===== src/rtl/cpu_clk_ctrl_pkg.sv =====
// Shared definitions for the CPU clock-enable controller: FSM state encoding and width.
package cpu_clk_ctrl_pkg;

    localparam int STATE_W = 2;

    typedef enum logic [STATE_W-1:0] {
        ST_IDLE   = 2'd0,
        ST_RUN    = 2'd1,
        ST_STEP   = 2'd2,
        ST_HALTED = 2'd3
    } cpu_clk_state_e;

endpackage


===== src/rtl/cpu_clk_ctrl_sync_edge.sv =====
// N-stage synchronizer for an asynchronous level, with an optional
// one-cycle rising-edge pulse taken from the synchronized output.
module sync_edge #(
    parameter int STAGES  = 2,
    parameter bit EDGE_EN = 1'b1
) (
    input  logic clk,
    input  logic reset,
    input  logic d_i,
    output logic q_o,
    output logic rise_o
);

    logic [STAGES-1:0] sync_q;

    always_ff @(posedge clk or posedge reset) begin
        if (reset) sync_q <= '0;
        else       sync_q <= {sync_q[STAGES-2:0], d_i};
    end

    assign q_o = sync_q[STAGES-1];

    generate
        if (EDGE_EN) begin : g_edge
            logic prev_q;
            always_ff @(posedge clk or posedge reset) begin
                if (reset) prev_q <= 1'b0;
                else       prev_q <= sync_q[STAGES-1];
            end
            assign rise_o = sync_q[STAGES-1] & ~prev_q;
        end else begin : g_no_edge
            assign rise_o = 1'b0;
        end
    endgenerate

endmodule


===== src/rtl/cpu_clk_ctrl.sv =====
// CPU clock-enable controller: free-run / single-step / halt FSM gating tick edges
// into one-cycle cpu_en pulses. Define CPU_CLK_CTRL_CYCLE_COUNT_EN to add cycle_cnt.
module cpu_clk_ctrl
    import cpu_clk_ctrl_pkg::*;
#(
    parameter int SYNC_STAGES = 2,
    parameter int CNT_W       = 32
) (
    input  logic               clk,
    input  logic               reset,
    input  logic               tick,
    input  logic               run_sw,
    input  logic               step_btn,
    input  logic               cpu_halt,
    output logic               cpu_en,
    output logic [STATE_W-1:0] state_o,
    output logic               halted
`ifdef CPU_CLK_CTRL_CYCLE_COUNT_EN
    ,
    output logic [CNT_W-1:0]   cycle_cnt
`endif
);

    cpu_clk_state_e state_q, state_d;
    logic           cpu_en_q, cpu_en_d;
    logic           tick_q;
    logic           tick_rise;
    logic           run_sync, run_rise_unused;
    logic           step_sync, step_rise;

    sync_edge #(.STAGES(SYNC_STAGES), .EDGE_EN(1'b0)) u_run_sync (
        .clk    (clk),
        .reset  (reset),
        .d_i    (run_sw),
        .q_o    (run_sync),
        .rise_o (run_rise_unused)
    );

    sync_edge #(.STAGES(SYNC_STAGES), .EDGE_EN(1'b1)) u_step_sync (
        .clk    (clk),
        .reset  (reset),
        .d_i    (step_btn),
        .q_o    (step_sync),
        .rise_o (step_rise)
    );

    assign tick_rise = tick & ~tick_q;

    always_ff @(posedge clk or posedge reset) begin
        if (reset) begin
            state_q  <= ST_IDLE;
            cpu_en_q <= 1'b0;
            tick_q   <= 1'b0;
        end else begin
            state_q  <= state_d;
            cpu_en_q <= cpu_en_d;
            tick_q   <= tick;
        end
    end

    // Halt outranks both the run switch and a coincident tick edge.
    always_comb begin
        state_d  = state_q;
        cpu_en_d = 1'b0;
        unique case (state_q)
            ST_IDLE: begin
                if (run_sync)       state_d = ST_RUN;
                else if (step_rise) state_d = ST_STEP;
            end
            ST_RUN: begin
                if (cpu_halt)       state_d = ST_HALTED;
                else if (!run_sync) state_d = ST_IDLE;
                else if (tick_rise) cpu_en_d = 1'b1;
            end
            ST_STEP: begin
                if (cpu_halt) begin
                    state_d = ST_HALTED;
                end else if (tick_rise) begin
                    cpu_en_d = 1'b1;
                    state_d  = ST_IDLE;
                end
            end
            ST_HALTED: begin
                if (!run_sync && !step_sync) state_d = ST_IDLE;
            end
            default: state_d = ST_IDLE;
        endcase
    end

    assign cpu_en  = cpu_en_q;
    assign state_o = state_q;
    assign halted  = (state_q == ST_HALTED);

`ifdef CPU_CLK_CTRL_CYCLE_COUNT_EN
    logic [CNT_W-1:0] cnt_q;

    // Wraps naturally at 2^CNT_W.
    always_ff @(posedge clk or posedge reset) begin
        if (reset)         cnt_q <= '0;
        else if (cpu_en_q) cnt_q <= cnt_q + 1'b1;
    end

    assign cycle_cnt = cnt_q;
`endif

endmodule


===== config.mk =====
export PLATFORM = sky130hd
export DESIGN_NAME = cpu_clk_ctrl
export DESIGN_NICKNAME = d
export VERILOG_FILES = /design/src/rtl/cpu_clk_ctrl_pkg.sv /design/src/rtl/cpu_clk_ctrl_sync_edge.sv /design/src/rtl/cpu_clk_ctrl.sv
export SDC_FILE = /design/constraint.sdc
export NUM_CORES = 1
export LEC_CHECK = 0
export CAP_MARGIN = 30
export CORE_AREA = 2 2 39 41
export DETAILED_ROUTE_END_ITERATION = 10
export DIE_AREA = 0 0 41 43
export PLACE_DENSITY = 0.62
export RECOVER_POWER = 25
export REMOVE_ABC_BUFFERS = 1
export SKIP_CTS_REPAIR_TIMING = 1
export SYNTH_ARGS = -nofsm -noshare
export SYNTH_HDL_FRONTEND = slang
export SYNTH_HIERARCHICAL = 1
export SYNTH_SLANG_ARGS = --single-unit

===== constraint.sdc =====
create_clock -name clk -period 1.5 [get_ports clk]
set_input_delay 0.225 -clock clk [delete_from_list [all_inputs] [get_ports clk]]
set_output_delay 0.225 -clock clk [all_outputs]
set_load 0.01 [all_outputs]

==> results of run 1 <==
-- layout make-up --
cell class | count | area, um2
Tap cell | 16 | 20.02
Inverter | 6 | 22.52
Fill cell | 141 | 745.7
Sequential cell | 9 | 226.5
Multi-Input combinational cell | 19 | 206.4
Timing Repair Buffer | 14 | 136.4
Clock buffer | 4 | 26.28
-- how the worst min path moves through the flow --
| stage | from | end | slack, ps |
|---|---|---|---|
| detailed placement | u_run_sync/sync_q[0] | u_run_sync/sync_q[1] | 340 |
| CTS | reset | u_run_sync/sync_q[0] | 180 |
| finish | reset | u_run_sync/sync_q[0] | 310 |
| global route | reset | u_run_sync/sync_q[0] | 310 |
| global placement | u_step_sync/sync_q[0] | u_step_sync/sync_q[1] | 330 |
| floorplan | reset | u_run_sync/sync_q[0] | -30 |
-- metal layers --
| layer | global-route usage [%] | vias to the layer above | routed length [um] |
|---|---|---|---|
| li1 | - | 145 | - |
| met1 | 13.22 | 144 | 325 |
| met2 | 14.69 | 8 | 377 |
| met3 | 3.141 | 0 | 42 |
| met4 | 8.000 | 0 | 0 |
| met5 | 0 | - | 0 |
-- through the flow --
| stage | setup WS [ps] | hold slack (ps) | utilization (%) |
|---|---|---|---|
| final | 30.17 | 307.9 | 46.11 |
| after global routing | -35.69 | 310.5 | 46.11 |
| after CTS | -217.2 | 180.7 | 42.13 |
| after detailed placement | -66.60 | 339.5 | 40.24 |
| after global placement | -38.32 | 332.3 | 40.24 |
| after floorplan | 9.658 | -33.82 | - |
-- power by group --
| part | total, mW | switching (mW) | internal (mW) |
|---|---|---|---|
| Clock | 0.186 | 0.0837 | 0.102 |
| Sequential | 0.317 | 0.0359 | 0.282 |
| Combinational | 0.548 | 0.225 | 0.323 |
| Total | 1.05 | 0.344 | 0.707 |
-- flip-flops by register name, indices dropped and copies added, names as in the netlist --
name	count
tick_q	1
state_o	2
cpu_en	1
u_run_sync/sync_q	2
u_step_sync/sync_q	2
u_step_sync/g_edge.prev_q	1
-- layout by cell type, fill, tap and decap left out --
cell type and instances:
a21boi_0 1, a21oi_1 1, a22oi_2 1, buf_4 4, buf_6 1, clkbuf_1 1
clkbuf_4 3, clkdlybuf4s50_1 6, dfrtp_1 8, dfrtp_2 1, dlygate4sd3_1 1, dlymetal6s2s_1 2
ha_1 2, ha_2 1, ha_4 2, inv_1 4, inv_2 2, mux2_4 1
mux2i_1 1, nand2_1 1, nand2b_1 1, nand3_2 1, nor2_1 1, nor2b_4 1
nor4b_1 1, o211a_1 1, o21ai_0 1, o21ai_1 1
==> run_results.csv, run 1 <==
group,metric,value,unit
outcome,status,"completed",
detailed_routing,route.antenna.remaining_nets,0,
sta,max_slew.worst_pin.slew,266.4,ps
sta,finalSetupTns,0,ps
setup_path,r2r_end,"state_o[1]",
setup_path,r2r.worst_path.cells,5,
placement,numPlacedInstances,63,
clocking,numCtsBuffers,3,
setup_path,cpLargestDelayFamily,"flip-flops",
die,initial_utilization,30.11,%
placement,finalWeightedCongestion,0.7461,
clocking,cts_tree,"built",
placement,placed_area,556.8,um2
grt,gr-usage-all-layers,10.61,%
logic_synthesis,postSynthCellCount,34,
setup_path,path_buf_inv,1,
detailed_routing,drt-initial-drc-count,0,
placement,port-buffer-count,9,
clocking,htree_num_levels,1,
logic_synthesis,ys_warn_count,6,
detailed_routing,detail_route.drc_violations,0,
die,fp.dieH,43,um
sta,min_period,1470,ps
die,core_region_area,1384,um2
detailed_routing,avgViaCountPerCell,4.368,
pwr,p_per_area,1648,nW/um2
detailed_routing,routed_wirelength,746,um
layout,non_filler_instance_count_after_layout,68,
detailed_routing,wl_per_cell,10.97,um
sta,worst_clock_skew,1.979,ps
setup_path,setup.worst_path.end_class,"register",
setup_path,max_stage_delay,450,ps
logic_synthesis,avgSynthCellArea,12.25,um2
die,rows,14,
setup_path,crit_path_cell_trace,"inv_2 -> ha_2 -> a22oi_2 -> o211a_1 -> mux2_4",
setup_path,crit-reg2reg-launch,"state_o[0]",
layout,final_area,638.1,um2
grt,grt_antenna_before_repair,0,
sta,maxSlewViolCount,0,
setup_path,cp_max_fo,4,
grt,grt_max_degree,7,
grt,grt_first_pass_wirelength,1207,um
clocking,clock-root-buffer,"clkbuf_4",
sta,min_period_over_period,97.99,%
clocking,clock_sink_count,9,
sta,slew-limit-headroom,81.99,%
layout,final_net_count,64,
sta,finalSetupViolCount,0,
detailed_routing,vias,297,
grt,global_route.overflow_total,0,
setup_path,data_arrival_time_of_the_critical_path,1610,ps
clocking,cts.path.max_buffers,2,
sta,timing.final.hold_violations,0,
pwr,max-vdd-ir-drop,0.6167,mV
pwr,power,1.052,mW
min_path,holdCritPathClass,"primary input to async pin",
die,die_width,41,um
die,boundaryPins,10,
grt,grt_pass1_vias,305,
setup_path,timing.critical_path.depth,5,
pwr,power_leakage,0.3221,nW
placement,dp_hpwl,574.7,um
clocking,clk_lat_worst_skew,250,ps
logic_synthesis,netlist_area,416.7,um2
job,cap_viol_max_count,0,
setup_path,timing_worst_setup_path_type,"register to register",
sta,rsz0062_at_grt,"yes",
detailed_routing,drt_pre_antenna_iters,1,
layout,diodes,0,
setup_path,critPathLaunch,"state_o[0]",
layout,final_layout_size_suffix_gt1_share,34.62,%
sta,achievable-frequency,680.4,MHz
setup_path,reg2reg_setup_slack,30,ps
setup_path,crit_path_start_kind,"register",
layout,areaGrowthSynthToFinish,53.15,%
clocking,clkTransAtPathRegs,60,ps
setup_path,timing.critical_path.to,"state_o[1]",
setup_path,worstPathRequired,1640,ps
setup_path,crit_path_max_delay_cell_type,"dfrtp_2",
die,die_area,1763,um2
Power figures use the tool's default switching activity.
==> run 2, diff against run 1 <==
--- a/config.mk
+++ b/config.mk
@@ -7,6 +7,7 @@
 export LEC_CHECK = 0
 export CAP_MARGIN = 30
 export CORE_AREA = 2 2 39 41
+export CTS_CLUSTER_DIAMETER = 80
 export DETAILED_ROUTE_END_ITERATION = 10
 export DIE_AREA = 0 0 41 43
 export PLACE_DENSITY = 0.62
==> results of run 2 <==
Final layout, timing and power as in run 1 (identical DEF).
